--- config.mk ---
export PLATFORM = sky130hd
export DESIGN_NAME = pipeline_vertex_feeder
export DESIGN_NICKNAME = d
export VERILOG_FILES = /design/src/rtl/pipeline_vertex_feeder.sv
export SDC_FILE = /design/constraint.sdc
export NUM_CORES = 1
export LEC_CHECK = 0
export CORE_UTILIZATION = 50
export CTS_BUF_LIST = sky130_fd_sc_hd__clkbuf_16
export DETAILED_ROUTE_END_ITERATION = 10
export PLACE_DENSITY = 0.77
export SLEW_MARGIN = 30
export SYNTH_ARGS = -nofsm -noshare
export SYNTH_HDL_FRONTEND = slang
export SYNTH_SLANG_ARGS = --single-unit
--- constraint.sdc ---
create_clock -name clk -period 16.91 [get_ports clk]
set_input_delay 1.691 -clock clk [delete_from_list [all_inputs] [get_ports clk]]
set_output_delay 1.691 -clock clk [all_outputs]
set_load 0.01 [all_outputs]
--- src/rtl/pipeline_vertex_feeder.sv ---
// Vertex feeder for the transform pipeline: shadow/active config, vertex FIFO, launch, result capture FIFO.
// Latency: vertex accepted at edge t launches at t+1; its result is captured PIPE_LATENCY edges after launch.
// Backpressure: vtx_ready=!full; launches gated by result credit; macro PIPE_FEEDER_EXC_DROP_EN drops excepted results.
module pipeline_vertex_feeder #(
  parameter int VTX_DEPTH    = 8,
  parameter int RES_DEPTH    = 8,
  parameter int PIPE_LATENCY = 6
) (
  input  logic         clk,
  input  logic         rst_n,
  input  logic         cfg_we,
  input  logic [3:0]   cfg_addr,
  input  logic [15:0]  cfg_wdata,
  input  logic         cfg_commit,
  output logic         cfg_busy,
  input  logic         vtx_valid,
  output logic         vtx_ready,
  input  logic [15:0]  vtx_x,
  input  logic [15:0]  vtx_y,
  input  logic [15:0]  vtx_z,
  output logic [255:0] pipe_cfg,
  output logic         pipe_vld,
  output logic [15:0]  pipe_vx,
  output logic [15:0]  pipe_vy,
  output logic [15:0]  pipe_vz,
  input  logic [15:0]  res_x,
  input  logic [15:0]  res_y,
  input  logic [15:0]  res_exc,
  output logic         out_valid,
  input  logic         out_ready,
  output logic [15:0]  out_x,
  output logic [15:0]  out_y,
  output logic [15:0]  out_exc,
  output logic [15:0]  exc_count
);
  localparam int VAW = $clog2(VTX_DEPTH);
  localparam int RAW = $clog2(RES_DEPTH);
  localparam logic [VAW:0]   VTX_FULL = (VAW+1)'(VTX_DEPTH);
  localparam logic [RAW+1:0] RES_LIM  = (RAW+2)'(RES_DEPTH);

  typedef enum logic [1:0] {RUN, DRAIN, UPDATE} feederState_t;

  feederState_t state, stateNext;
  logic [15:0] shadowCfg [16];
  logic [15:0] activeCfg [16];
  logic [VAW:0] vtxCount;
  logic [47:0]  vtxHead;
  logic [RAW:0] resCount;
  logic [RAW:0] inflight;
  logic [47:0]  resHead;
  logic [PIPE_LATENCY-1:0] launchSr;
  logic vtxPush, launch, capture, resPush, resPop, hasCredit;

  // Q8.8 identity: cosines and scales are 1.0, everything else 0.
  function automatic logic [15:0] cfgResetVal(input int idx);
    return (idx inside {4, 5, 6, 10, 11, 12}) ? 16'h0100 : 16'h0000;
  endfunction

  assign vtx_ready = (vtxCount != VTX_FULL);
  assign vtxPush   = vtx_valid && vtx_ready;
  // Reserve a result slot for every launch so a capture never finds the result FIFO full.
  assign hasCredit = ({1'b0, resCount} + {1'b0, inflight}) < RES_LIM;
  // A launch in the commit cycle would run with the old config, so the commit blocks it.
  assign launch    = (state == RUN) && !cfg_commit && (vtxCount != '0) && hasCredit;
  assign capture   = launchSr[PIPE_LATENCY-1];
  assign pipe_vld  = launchSr[0];
  assign out_valid = (resCount != '0);
  assign resPop    = out_valid && out_ready;
  assign out_x     = resHead[47:32];
  assign out_y     = resHead[31:16];
  assign out_exc   = resHead[15:0];

`ifdef PIPE_FEEDER_EXC_DROP_EN
  assign resPush = capture && (res_exc == 16'h0000);

  // Count dropped exception results, saturating.
  always_ff @(posedge clk) begin
    if (!rst_n) begin
      exc_count <= 16'h0000;
    end else if (capture && (res_exc != 16'h0000) && (exc_count != 16'hFFFF)) begin
      exc_count <= exc_count + 16'h0001;
    end
  end
`else
  assign resPush   = capture;
  assign exc_count = 16'h0000;
`endif

  for (genvar g = 0; g < 16; g++) begin : gCfg
    assign pipe_cfg[16*g +: 16] = activeCfg[g];
  end

  // Shadow takes writes in any state; active copies shadow only in UPDATE.
  always_ff @(posedge clk) begin
    if (!rst_n) begin
      for (int i = 0; i < 16; i++) begin
        shadowCfg[i] <= cfgResetVal(i);
        activeCfg[i] <= cfgResetVal(i);
      end
    end else begin
      if (cfg_we) shadowCfg[cfg_addr] <= cfg_wdata;
      if (state == UPDATE) begin
        for (int i = 0; i < 16; i++) activeCfg[i] <= shadowCfg[i];
      end
    end
  end

  // FSM state register.
  always_ff @(posedge clk) begin
    if (!rst_n) state <= RUN;
    else        state <= stateNext;
  end

  // FSM next state: drain in-flight work before swapping config.
  always_comb begin
    stateNext = state;
    cfg_busy  = 1'b0;
    case (state)
      RUN:    if (cfg_commit) stateNext = DRAIN;
      DRAIN:  begin
        cfg_busy = 1'b1;
        if (inflight == '0) stateNext = UPDATE;
      end
      UPDATE: begin
        cfg_busy  = 1'b1;
        stateNext = RUN;
      end
      default: stateNext = RUN;
    endcase
  end

  // Launch register, launch-tracking shift register and in-flight count.
  always_ff @(posedge clk) begin
    if (!rst_n) begin
      launchSr <= '0;
      inflight <= '0;
      pipe_vx  <= 16'h0000;
      pipe_vy  <= 16'h0000;
      pipe_vz  <= 16'h0000;
    end else begin
      launchSr[0] <= launch;
      for (int i = 1; i < PIPE_LATENCY; i++) launchSr[i] <= launchSr[i-1];
      if (launch) begin
        pipe_vx <= vtxHead[47:32];
        pipe_vy <= vtxHead[31:16];
        pipe_vz <= vtxHead[15:0];
      end
      case ({launch, capture})
        2'b10:   inflight <= inflight + 1'b1;
        2'b01:   inflight <= inflight - 1'b1;
        default: inflight <= inflight;
      endcase
    end
  end

  syncFifo #(.WIDTH(48), .DEPTH(VTX_DEPTH)) uVtxFifo (
    .clk(clk), .rst_n(rst_n),
    .push(vtxPush), .pushData({vtx_x, vtx_y, vtx_z}),
    .pop(launch), .popData(vtxHead), .count(vtxCount)
  );

  syncFifo #(.WIDTH(48), .DEPTH(RES_DEPTH)) uResFifo (
    .clk(clk), .rst_n(rst_n),
    .push(resPush), .pushData({res_x, res_y, res_exc}),
    .pop(resPop), .popData(resHead), .count(resCount)
  );
endmodule

// Generic synchronous FIFO, power-of-two depth, head visible on popData.
// Latency: a pushed word is readable the cycle after the push edge.
// Backpressure: push ignored when full, pop ignored when empty; caller reads count.
module syncFifo #(
  parameter int WIDTH = 16,
  parameter int DEPTH = 8
) (
  input  logic                   clk,
  input  logic                   rst_n,
  input  logic                   push,
  input  logic [WIDTH-1:0]       pushData,
  input  logic                   pop,
  output logic [WIDTH-1:0]       popData,
  output logic [$clog2(DEPTH):0] count
);
  localparam int AW = $clog2(DEPTH);
  localparam logic [AW:0] FULL_CNT = (AW+1)'(DEPTH);

  logic [WIDTH-1:0] mem [DEPTH];
  logic [AW-1:0] wrPtr, rdPtr;
  logic doPush, doPop;

  assign doPush  = push && (count != FULL_CNT);
  assign doPop   = pop && (count != '0);
  assign popData = mem[rdPtr];

  // Storage write; contents need no reset because count gates reads.
  always_ff @(posedge clk) begin
    if (doPush) mem[wrPtr] <= pushData;
  end

  // Pointers wrap naturally at the power-of-two depth.
  always_ff @(posedge clk) begin
    if (!rst_n) begin
      wrPtr <= '0;
      rdPtr <= '0;
      count <= '0;
    end else begin
      if (doPush) wrPtr <= wrPtr + 1'b1;
      if (doPop)  rdPtr <= rdPtr + 1'b1;
      case ({doPush, doPop})
        2'b10:   count <= count + 1'b1;
        2'b01:   count <= count - 1'b1;
        default: count <= count;
      endcase
    end
  end
endmodule

==> impl_metrics.csv <==
group,metric,value,unit
status,outcome,"finished, final reports clean",
timing,worst_slew_pin_slew,0.9394,ns
global_routing,global_route.usage.total,23.21,%
cts,cts_tree,"built",
yosys,synthAdderAreaFrac,0.6005,%
routing,viasPerCell,5.630,
timing,skew,0.04491,ns
yosys,synth_top_area_share,74.39,%
placement,io_buffers,477,
flow_run,maxCapViolations,0,
critical_path,cp_common_cell,"buf_6",
critical_path,worst_setup_path_start_kind,"register",
timing,rsz0062_at_grt,"false",
critical_path,worst_ep_arrival_time,3.65,ns
yosys,yosys.area_share.simple,7.923,%
routing,drt_iter0_drc,2664,
critical_path,reg2reg_from,"uResFifo.count[1]",
placement,place_area,58000,µm²
finish,fin_area,62410,µm²
global_routing,grt_max_degree,127,
critical_path,critical_path_buf_inv_count,3,
yosys,ys_seq_elements,1363,
yosys,synth_edf_count,1280,
global_routing,antenna_found_initial,30,
yosys,netlist_area,51670,µm²
cts,numCtsBuffers,138,
critical_path,slowest_delay,0.62,ns
cts,numClockSinks,1363,
critical_path,r2r_cells,12,
critical_path,r2r_setup_slack,13.05,ns
power,peakVddDrop,0.1407,mV
die,rows,117,
critical_path,path_class,"register to output pin",
power,power_density,132.1,nW/µm²
finish,nFillCells,7130,
finish,final_common_cell,"edfxtp_1",
yosys,syn_area_per_cell,19.47,µm²
global_routing,overflow,0,
yosys,netlist_top_cells_area,"edfxtp_1 74%, mux4_2 8.4%, and2_1 4.4%",
cts,clockBufferDepth,3,
critical_path,endpoint_kind,"output pin",
yosys,yosys_warnings,0,
worst_hold_path,min_delay_path_depth,1,
timing,tns,0,ns
die,die_area,104600,µm²
yosys,synth-xor-area-share,0.1864,%
critical_path,path_cells,"buf_6 -> buf_6 -> mux4_2 -> mux2_2 -> clkdlybuf4s50_1",
yosys,synth_mux_area_share,10.52,%
cts,cts_hold_buffers,0,
critical_path,worst_path_dominant_cell_family,"buffers and inverters",
yosys,synth_compound_area_share,1.375,%
finish,mostFrequentLayoutCells,"1,280 x edfxtp_1, 476 x clkdlybuf4s50_1, 363 x and2_1",
cts,cts.repair.resized,0,
global_routing,grt_pass1_vias,26240,
die,fp.dieW,323.5,µm
routing,wl_per_cell,26.25,µm
timing,fmax,187.1,MHz
routing,vias,26210,
placement,place.gp.congestion,0.7836,
yosys,ys_types,48,
timing,period_share,31.60,%
yosys,syn_inst,2654,
timing,period_needed,5.344,ns
timing,slew_violations,0,
timing,slew_headroom,37.14,%
yosys,async_flop_share,0,%
routing,routed_wirelength,122.2,mm
critical_path,worst-path-max-fanout,49,
worst_hold_path,holdPathEnd,"launchSr[5]",
die,die_y,323.5,µm
yosys,yosysTopAreaCell,"edfxtp_1",
global_routing,grt_pass1_wl,174.2,mm
finish,syn_to_final_growth,20.79,%
routing,firstDrtPassIters,5,
worst_hold_path,min_from,"launchSr[4]",
timing,hold_violations,0,
cts,insertion_delay,0.74,ns
timing,setup_viol,0,
critical_path,r2r_end,"uVtxFifo.count[3]",
yosys,synth_top_family_by_area,"multiplexers",
critical_path,cp_slowest_cell,"buf_6",
yosys,ys_seq_area_share,77.60,%
routing,ant_nets,0,
power,finalPower,8.244,mW
cts,ctsRootBufferMaster,"clkbuf_16",
cts,path_clk_slew,0.06,ns
cts,h-tree-depth,4,
routing,drc,0,
finish,layout-drive-gt1-share,16.35,%
cts,cts_setup_buffers,0,
placement,place_hpwl,70.85,mm
die,pin_count,494,
yosys,synth_ff_type,"edfxtp_1",
die,initial_core_util,50.57,%
power,power_leakage,21.69,nW
worst_hold_path,hold_class,"register to register",
die,core-area,102200,µm²
finish,num-nets-final,3311,
critical_path,worst_ep_required_time,15.22,ns
-- flip-flops by register name, indices dropped and copies added, names as in the netlist, named ones only --
name and cells:
activeCfg 256, uResFifo.rdPtr 3, shadowCfg 256, state 2, pipe_vy 16, pipe_vx 16
inflight 4, uVtxFifo.count 4, uVtxFifo.mem 384, uResFifo.wrPtr 3, uVtxFifo.rdPtr 3, uVtxFifo.wrPtr 3
uResFifo.count 4, launchSr 6, pipe_vz 16, uResFifo.mem 384
-- stage by stage --
stage	hold WS, ns	utilization [%]	cells	setup slack (ns)
detailed placement	0.4243	56.76	4394	11.62
finish	0.4356	61.08	4656	11.57
floorplan	0.4119	-	2669	8.367
global placement	0.4146	56.74	4394	11.67
CTS	0.4378	61.01	4640	11.17
global route	0.4577	61.08	4654	11.29
-- cells by family after synthesis --
kind of cell / count (synthesis)
multiplexers: 297
adder cells (fa/ha/maj): 23
other: 1
XOR/XNOR: 11
buffers and inverters: 196
AND/OR/NAND/NOR: 679
AO/OA/AOI/OAI: 84
flip-flops: 1363
-- cells in the mapped netlist, types with 2 or more instances --
| library cell | n |
|---|---|
| nand4b_1 | 2 |
| nor2_1 | 23 |
| xor2_1 | 3 |
| and2_1 | 363 |
| dfxtp_1 | 83 |
| clkbuf_1 | 111 |
| or2_2 | 4 |
| or4_1 | 3 |
| buf_2 | 25 |
| o21ai_1 | 2 |
| a21o_1 | 3 |
| buf_1 | 13 |
| nand2_1 | 23 |
| a21boi_0 | 2 |
| ha_1 | 20 |
| nand3_1 | 53 |
| edfxtp_1 | 1280 |
| fa_1 | 3 |
| xnor2_1 | 8 |
| buf_6 | 10 |
| or3_1 | 7 |
| mux2i_1 | 57 |
| nor3_1 | 12 |
| o211a_1 | 49 |
| nor2b_1 | 4 |
| inv_1 | 15 |
| mux4_2 | 192 |
| buf_4 | 21 |
| mux2_2 | 48 |
| and3_1 | 160 |
| o21ai_0 | 19 |
| nor4_1 | 2 |
| nand2b_1 | 16 |
| a21oi_1 | 4 |
-- metal layers --
layer | routed length [µm] | up-vias | part of all wire [%] | global-route usage (%)
met5 | 176 | - | 0.14 | 0
met2 | 60480 | 1098 | 49 | 37.73
met3 | 12620 | 209 | 10 | 7.087
li1 | - | 11360 | - | -
met4 | 3468 | 26 | 2.8 | 8.331
met1 | 45460 | 13520 | 37 | 29.52
-- layout make-up --
type	count	area, µm²	area share [%]
diodes	16	40.04	0.06415
clock buffers	139	3478	5.573
clock inverters	107	862.1	1.381
inverters	16	62.56	0.1002
multi-input cells	1110	10890	17.44
flip-flops and latches	1363	40120	64.28
well taps	1368	1712	2.742
repair buffers	537	5253	8.416
-- power breakdown --
| part | leakage, nW | total [mW] | internal (mW) | switching (mW) |
|---|---|---|---|---|
| Combinational | 6.72 | 1.18 | 0.572 | 0.610 |
| Sequential | 12.7 | 4.16 | 4.00 | 0.162 |
| Clock | 2.26 | 2.90 | 1.64 | 1.26 |
| Total | 21.7 | 8.24 | 6.21 | 2.03 |
-- how the worst max path moves through the flow --
stage / depth (start not counted) / end / startpoint / slack [ns]
finish: 5 / out_y[1] / register / 11.57
global route: 5 / out_x[0] / register / 11.29
CTS: 5 / out_y[1] / register / 11.17
detailed placement: 5 / activeCfg[0][73] / rst_n / 11.62
global placement: 4 / shadowCfg[1][5] / rst_n / 11.67
floorplan: 3 / activeCfg[0][0] / rst_n / 8.37
Power figures use the tool's default switching activity.
